<file path="src/rtl/useq_sequencer_p.sv">
// 2910-class microprogram sequencer: selects the next microaddress from D, R, uPC, stack top or zero,
// with a loop counter, a LIFO subroutine stack, a HOLD stall and sticky stack error flags.
module useq_sequencer_p #(
   parameter int unsigned ADDR_W      = 12,
   parameter int unsigned CNT_W       = 12,
   parameter int unsigned STACK_DEPTH = 5,
   localparam int unsigned SP_W       = $clog2(STACK_DEPTH + 1)
) (
   input  logic              clk,
   input  logic              RST_BAR,
   input  logic [3:0]        I,
   input  logic              CCEN_BAR,
   input  logic              CC_BAR,
   input  logic              RLD_BAR,
   input  logic              CI,
   input  logic              HOLD,
   input  logic              ERR_CLR,
   input  logic [ADDR_W-1:0] D,
   output logic [ADDR_W-1:0] Y,
   output logic              PL_BAR,
   output logic              MAP_BAR,
   output logic              VECT_BAR,
   output logic              FULL_BAR,
   output logic              EMPTY,
   output logic [SP_W-1:0]   SP,
   output logic              STK_OVF,
   output logic              STK_UDF
);

   localparam int unsigned IDX_W = $clog2(STACK_DEPTH);

   typedef enum logic [3:0] {
      OP_JZ, OP_CJS, OP_JMAP, OP_CJP, OP_PUSH, OP_JSRP, OP_CJV, OP_JRP,
      OP_RFCT, OP_RPCT, OP_CRTN, OP_CJPP, OP_LDCT, OP_LOOP, OP_CONT, OP_TWB
   } op_e;

   typedef enum logic [2:0] {SRC_D, SRC_R, SRC_UPC, SRC_TOS, SRC_ZERO} src_e;

   logic [ADDR_W-1:0] upc;
   logic [CNT_W-1:0]  r;
   logic [SP_W-1:0]   sp;
   logic [ADDR_W-1:0] stack [STACK_DEPTH];
   logic              ovf, udf;

   op_e               op;
   src_e              src;
   logic              fail, rz, empty, full;
   logic [ADDR_W-1:0] tos, r_ext;
   logic              push, pop, load_r, dec_r, clr_sp;

   assign op    = op_e'(I);
   assign fail  = ~CCEN_BAR & CC_BAR;
   assign rz    = (r == '0);
   assign empty = (sp == '0);
   assign full  = (sp == SP_W'(STACK_DEPTH));
   // An empty stack reads as zero rather than a stale entry.
   assign tos   = empty ? '0 : stack[IDX_W'(sp - SP_W'(1))];

   always_comb begin
      r_ext = '0;
      r_ext[CNT_W-1:0] = r;
   end

   always_comb begin
      src    = SRC_UPC;
      push   = 1'b0;
      pop    = 1'b0;
      load_r = 1'b0;
      dec_r  = 1'b0;
      clr_sp = 1'b0;
      case (op)
         OP_JZ:   begin src = SRC_ZERO; clr_sp = 1'b1; end
         OP_CJS:  if (!fail) begin src = SRC_D; push = 1'b1; end
         OP_JMAP: src = SRC_D;
         OP_CJP:  if (!fail) src = SRC_D;
         OP_PUSH: begin push = 1'b1; load_r = !fail; end
         OP_JSRP: begin push = 1'b1; src = fail ? SRC_R : SRC_D; end
         OP_CJV:  if (!fail) src = SRC_D;
         OP_JRP:  src = fail ? SRC_R : SRC_D;
         OP_RFCT: if (!rz) begin src = SRC_TOS; dec_r = 1'b1; end else pop = 1'b1;
         OP_RPCT: if (!rz) begin src = SRC_D; dec_r = 1'b1; end
         OP_CRTN: if (!fail) begin src = SRC_TOS; pop = 1'b1; end
         OP_CJPP: if (!fail) begin src = SRC_D; pop = 1'b1; end
         OP_LDCT: load_r = 1'b1;
         OP_LOOP: if (!fail) pop = 1'b1; else src = SRC_TOS;
         OP_CONT: ;
         OP_TWB: begin
            dec_r = !rz;
            if (!fail)   pop = 1'b1;
            else if (!rz) src = SRC_TOS;
            else begin src = SRC_D; pop = 1'b1; end
         end
         default: ;
      endcase
   end

   always_comb begin
      case (src)
         SRC_D:    Y = D;
         SRC_R:    Y = r_ext;
         SRC_TOS:  Y = tos;
         SRC_ZERO: Y = '0;
         default:  Y = upc;
      endcase
   end

   assign MAP_BAR  = (op != OP_JMAP);
   assign VECT_BAR = (op != OP_CJV);
   assign PL_BAR   = (op == OP_JMAP) || (op == OP_CJV);
   assign FULL_BAR = ~full;
   assign EMPTY    = empty;
   assign SP       = sp;
   assign STK_OVF  = ovf;
   assign STK_UDF  = udf;

   always_ff @(posedge clk or negedge RST_BAR) begin
      if (!RST_BAR) begin
         upc <= '0;
         r   <= '0;
         sp  <= '0;
         ovf <= 1'b0;
         udf <= 1'b0;
         for (int unsigned k = 0; k < STACK_DEPTH; k++) stack[IDX_W'(k)] <= '0;
      end else if (!HOLD) begin
         upc <= Y + ADDR_W'(CI);
         if (!RLD_BAR || load_r) r <= D[CNT_W-1:0];
         else if (dec_r)         r <= r - CNT_W'(1);
         // Clear first so that a flag set in the same cycle takes precedence.
         if (ERR_CLR) begin
            ovf <= 1'b0;
            udf <= 1'b0;
         end
         if (clr_sp) sp <= '0;
         else if (push) begin
            if (full) begin
               stack[IDX_W'(STACK_DEPTH - 1)] <= upc;
               ovf <= 1'b1;
            end else begin
               stack[IDX_W'(sp)] <= upc;
               sp <= sp + SP_W'(1);
            end
         end else if (pop) begin
            if (empty) udf <= 1'b1;
            else       sp  <= sp - SP_W'(1);
         end
         if (src == SRC_TOS && empty) udf <= 1'b1;
      end
   end

endmodule

</file>
<file path="config.mk">
export PLATFORM = sky130hd
export DESIGN_NAME = useq_sequencer_p
export DESIGN_NICKNAME = d
export VERILOG_FILES = /design/src/rtl/useq_sequencer_p.sv
export SDC_FILE = /design/constraint.sdc
export NUM_CORES = 1
export LEC_CHECK = 0
export ABC_AREA = 1
export ABC_CLOCK_PERIOD_IN_PS = 3400
export CORE_ASPECT_RATIO = 1.4
export CORE_MARGIN = 2
export CORE_UTILIZATION = 43
export DETAILED_ROUTE_END_ITERATION = 8
export PLACE_DENSITY_LB_ADDON = 0.15
export REMOVE_ABC_BUFFERS = 1
export SLEW_MARGIN = 40
export SYNTH_ARGS = -nofsm -noshare
export SYNTH_HDL_FRONTEND = slang
export SYNTH_SLANG_ARGS = --single-unit
</file>
<file path="constraint.sdc">
create_clock -name clk -period 3.4 [get_ports clk]
set_clock_uncertainty 0.2 [all_clocks]
set_input_delay 0.34 -clock clk [delete_from_list [all_inputs] [get_ports clk]]
set_output_delay 0.34 -clock clk [all_outputs]
set_load 0.05 [all_outputs]
</file>
=== Word-level counts from Yosys, hierarchy flattened ===
Index checks and enable logic that the tools add are counted.

* Output and inout port bits: 22
* Input bits: 24
* Word-level logic and storage cells: 112
* Register bits: 89

* $lt $le $gt $ge: 3
* Bitwise operators: 7
* $add $sub $neg: 4
* Equal/unequal tests: 22
* Reduce and logical (&&, ||, !) cells: 22
* Mux-type cells: 44

{| class="wikitable"
|+ Operators by type and width
! cell !! number
|-
| 2-to-1 mux 12 bit || 7
|-
| bitwise mux 60 bit || 1
|-
| case mux 12 bit (4 select lines) || 1
|-
| binary-select mux 12 bit (select 3 bit) || 1
|-
| demux 12 bit (select 3 bit) || 1
|-
| == test 4 bit (second input constant) || 7
|-
| case mux 3 bit (9 select lines) || 1
|-
| 2-to-1 mux 1 bit || 19
|-
| == test 4 x 3 -> 1 bit (second input constant) || 4
|-
| 2-to-1 mux 3 bit || 5
|-
| adder 12 x 1 -> 12 bit || 1
|-
| zero test 12 bit || 1
|-
| subtractor 12 x 1 -> 12 bit (second input constant) || 1
|-
| == test 4 x 2 -> 1 bit (second input constant) || 2
|-
| greater-or-equal comparator 4 bit (second input constant) || 2
|-
| 2-to-1 mux 2 bit || 4
|-
| inverter 3 -> 4 bit || 2
|-
| AND reduction 4 bit || 2
|-
| == test 3 bit (second input constant) || 2
|-
| zero test 3 bit || 2
|-
| case mux 1 bit (2 select lines) || 3
|-
| OR reduction 2 bit || 3
|-
| == test 4 x 1 -> 1 bit (second input constant) || 1
|-
| zero test 4 bit || 1
|-
| other kinds (21) || 28
|}

=== Longest topological paths before layout ===
* Word-level depth: 8
* Gate-level depth with buffers: 21
* Mapped depth without buffers: 21

=== Least setup slack after synthesis ===
OpenSTA, ideal clock, no wires.

* Path kind: register -> register
* From: register sp[0], in the netlist SP[0]
* To: register upc[8]
* Arrival: 3,770 ps
* Library setup time: 127 ps
* Path slack: -697 ps
* Buffers on the path: 2
* Required time: 3,073 ps
* Period minus slack after synthesis: 4,097 ps
* Cell stages (with the launch flop): 19
* Cells stage by stage: dfrtp_1 -> clkinv_1 -> clkbuf_1 -> ha_1 -> inv_1 -> clkbuf_1 -> o21ai_0 -> o22ai_1 -> nand2_1 -> a21oi_1 -> o22ai_1 -> inv_1 -> ha_1 -> ha_1 -> nand2_2 -> nor2_4 -> nand4_1 -> nand3_1 -> o21ai_0

* Longest elaborated chain between the ends: 8
* Elaborated cells on any way between the ends: 9
* Classes of those cells: add/sub (2); mux (5); bitwise (1); reduce/logical (1)

{| class="wikitable"
|+ RTL lines
! item !! line !! RTL
|-
| start: declaration || 41 || <nowiki>logic [SP_W-1:0] sp;</nowiki>
|-
| start signal: assignment || 140 || <nowiki>sp <= sp + SP_W'(1);</nowiki>
|-
| start signal: assignment || 144 || <nowiki>else sp <= sp - SP_W'(1);</nowiki>
|-
| subtractor 3 x 1 -> 3 bit || 57 || <nowiki>assign tos = empty ? '0 : stack[IDX_W'(sp - SP_W'(1))];</nowiki>
|-
| inverter 3 -> 4 bit (not written as such) || 57 ||
|-
| binary-select mux 12 bit (select 3 bit) || 57 ||
|-
| 2-to-1 mux 12 bit (not written as such) (2 in a row) || 57 ||
|-
| 2-to-1 mux 12 bit * || 57 ||
|-
| case mux 12 bit (4 select lines) * || 98 || <nowiki>case (src)</nowiki>
|-
| net Y[0] || 19 || <nowiki>output logic [ADDR_W-1:0] Y,</nowiki>
|-
| adder 12 x 1 -> 12 bit * || 125 || <nowiki>upc <= Y + ADDR_W'(CI);</nowiki>
|-
| end signal: assignment || 125 ||
|-
| end: declaration || 39 || <nowiki>logic [ADDR_W-1:0] upc;</nowiki>
|}

Mark *: on every way through the listed nets, which the timed path passes. The rest lies on a longest branch. The select of a mux whose other input is x is not followed.
A chain may end at the register's enable or synchronous reset.

=== Worst setup path after layout ===
* From: register sp[0], in the netlist SP[0]
* To: output port Y[6]

* Longest elaborated chain between the ends: 7
* Elaborated cells on any way between the ends: 8
* Classes of those cells: add/sub (1); mux (5); bitwise (1); reduce/logical (1)

{| class="wikitable"
|+ RTL lines
! item !! line
|-
| subtractor 3 x 1 -> 3 bit || 57
|-
| inverter 3 -> 4 bit (not written as such) || 57
|-
| binary-select mux 12 bit (select 3 bit) || 57
|-
| 2-to-1 mux 12 bit (not written as such) (2 in a row) || 57
|-
| 2-to-1 mux 12 bit * || 57
|-
| case mux 12 bit (4 select lines) * || 98
|-
| end: declaration || 19
|}

Mark *: on every way between the ends. The rest lies on a longest branch, timed or not. The select of a mux whose other input is x is not followed.

==> impl_metrics.csv <==
group,metric,value,unit
status,status,"complete, no violations",
floorplanning,start_util,44.5,%
pwr,power.density,762,nW/µm²
setup_path,crit_path_frequent_cell,"buf_4",
synthesis,yosysUniqueCellTypes,41,
route,vias,5033,
synthesis,syn_avg_cell_area,7.37,µm²
sta,timing.fmax,307,MHz
global_routing,antenna_found_initial,0,
sta,period_share,95.9,%
synthesis,synthTopCellsByArea,"dfrtp_1 42%, nand2_1 14%, o21ai_0 9.9%",
setup_path,rr_endpoint,"upc[8]",
place,io_buffers,45,
final_layout,stdcell_area,6370,µm²
synthesis,synth_top_area_share,42.2,%
final_layout,final_net_count,810,
floorplanning,fp.dieW,97.7,µm
floorplanning,rows,47,
route,firstDrtPassIters,5,
floorplanning,die_area,13200,µm²
sta,tns,0,ns
floorplanning,ioPinCount,46,
final_layout,multi_input_area,2680,µm²
sta,tightest_slew,0.567,ns
worst_hold_path,hold_class,"register to register",
final_layout,finish.utilization,53.6,%
setup_path,critPathTopFamily,"simple AND/OR/NAND/NOR gates",
synthesis,synthTopCellsByCount,"193 x nand2_1, 104 x o21ai_0, 89 x dfrtp_1",
setup_path,critPathMaxStageDelay,0.43,ns
sta,drv_slew,0,
synthesis,synth_top_cell_by_area,"dfrtp_1",
pwr,vdd_drop_max,0.317,mV
clock_tree,cts_max_level,3,
sta,setup_ws,0.141,ns
sta,min_period,3.26,ns
route,wl_per_cell,15.8,µm
synthesis,yosys_warnings,0,
final_layout,synthToLayoutAreaGrowth,20.6,%
setup_path,cp_cell_sequence,"clkinv_1, ha_2, nand2_1, nor2_2, buf_4, nand2_1, a21oi_1, nand3_1, nand4_1, buf_4, buf_4",
final_layout,drive_gt1_share,13.9,%
setup_path,slowest_stage,"ha_2",
global_routing,grt_pass1_vias,4895,
floorplanning,die_h,135,µm
clock_tree,worstSkewPairLatency,0.34,ns
synthesis,synth-seq-cells,89,
sta,relSlewSlack,62.2,%
sta,hold_viol_final,0,
setup_path,crit_type,"register to primary output",
clock_tree,clock_sinks,89,
setup_path,crit_buf_inv,4,
final_layout,n_antenna_cell,0,
setup_path,reg2regPathDepth,19,
setup_path,r2r_slack,0.25,ns
setup_path,required,2.86,ns
setup_path,end_kind,"primary output",
place,globalplace.congestion,0.919,
clock_tree,clk_pin_slew_worst_paths,0.07,ns
final_layout,regArea,2230,µm²
global_routing,grt_overflow,0,
synthesis,synth_edf_count,0,
setup_path,cp-startpoint,"SP[0]",
floorplanning,core,11900,µm²
place,dp.cells,914,
clock_tree,tritoncts,"built",
clock_tree,clock_tree.root_cell,"clkbuf_16",
setup_path,endpoint,"Y[6]",
synthesis,netlist_instances,717,
synthesis,synth_ff_type,"dfrtp_1",
clock_tree,cts_max_path_buffers,2,
setup_path,cp.depth,11,
route,route.detailed.drc,0,
pwr,power.leakage,2.97,nW
route,vias_per_cell,5.41,
final_layout,final_cells,931,
global_routing,grt_max_degree,51,
synthesis,syn-cell-area,5280,µm²
place,hpwl,10800,µm
global_routing,grt_usage,22.7,%
sta,rsz0062_at_grt,"false",
final_layout,fill_cells,1119,
setup_path,crit_arrival,2.72,ns
run,drv_cap,0,
clock_tree,numCtsBuffers,9,
synthesis,yosysMostFrequentCell,"nand2_1",
sta,finalSetupViolations,0,
synthesis,seq_area_frac_synth,42.2,%
setup_path,cp-start-kind,"register",
route,drt_wl_total,14700,µm
route,antenna_left,0,
global_routing,grt_first_pass_wirelength,24200,µm
setup_path,path_max_fanout,7,
place,pre_cts_slack,-0.0803,ns
route,drtIter0Drc,378,
setup_path,worstReg2RegStart,"r[1]",
synthesis,async_flop_share,100,%
place,placed_cell_area,6030,µm²
[state kept, by name, indices dropped and copies added (netlist names)]
name and count:
stack 60, r 12, upc 12, SP 3, STK_OVF 1, STK_UDF 1
[layout by cell type (no fill, tap or decap), drive strengths merged]
cell and count:
nand2 200, o21ai 105, dfrtp 89, nor2 75, inv 65, nand3 58
buf 51, clkdlybuf4s50 30, nand4 21, a21oi 20, o22ai 13, clkbuf 10
nor3 7, ha 7, xor2 6, clkinv 4, xnor2 3, a31oi 3
o31ai 2, o211ai 2, o21bai 2, o2111ai 1, o32ai 1, a211oi 1
and2 1, or2 1, a22oi 1, o221ai 1, bufinv 1, clkinvlp 1
dlygate4sd3 1, dlymetal6s2s 1
[cells by family (layout without fill, tap and decap cells)]
family	after synthesis	in the layout	share of synthesized area (%)
adders and majority gates	7	7	1.66
DFF	89	89	42.2
buffers and inverters	97	164	7.63
and+or+nand+nor	363	363	31.7
AOI/OAI and AO/OA	152	152	15.4
xor gates and xnor gates	9	9	1.49
[routing by layer]
layer | up-vias | GRT usage (%) | routed length (µm)
met5 | - | 0 | 0
met4 | 0 | 7.33 | 272
met1 | 2394 | 27.7 | 6190
li1 | 2493 | - | -
met2 | 125 | 41.7 | 7630
met3 | 21 | 2.89 | 592
[tightest hold or removal path, cell delays in order (launching register included)]
cell,delay [ns]
dfrtp_1,0.34
nand2_1,0.05
o21ai_0,0.06
[repair_timing]
action                                  CTS  global route
setup buffers                             0             0
hold buffers                              1             0
endpoints found under the hold margin    39             0
pin swaps                                 0             2
gates resized for setup                   1             8
endpoints found under the setup margin    2            13
[layout make-up]
class,instances,share of cell area [%]
multi-input combinational,531,42.0
tap,147,2.89
clock buffer,10,3.75
inverter,65,3.91
sequential,89,35.0
timing repair buffer,83,11.5
clock inverter,6,1.02
[worst min-delay path by stage]
stage | slack [ns] | from | cells past startpoint | to
finish | 0.28 | stack[15] | 2 | stack[15]
global route | 0.30 | stack[7] | 2 | stack[7]
CTS | 0.28 | stack[15] | 2 | stack[15]
detailed placement | 0.16 | RST_BAR | 1 | r[9]
global placement | 0.16 | RST_BAR | 1 | r[9]
floorplan | -0.16 | RST_BAR | 0 | SP[0]
[report_power, final]
group / switching, W / internal (W)
Sequential: 0.000211 / 0.00142
Clock: 0.000439 / 0.000593
Combinational: 0.00143 / 0.000759
[stage by stage]
stage / hold WS, ns / total power (W)
floorplan: -0.156 / 0.00302
global placement: 0.157 / 0.00376
detailed placement: 0.163 / 0.00382
CTS: 0.284 / 0.00487
global route: 0.302 / 0.00522
finish: 0.277 / 0.00486
(Power assumes the default switching activity.)
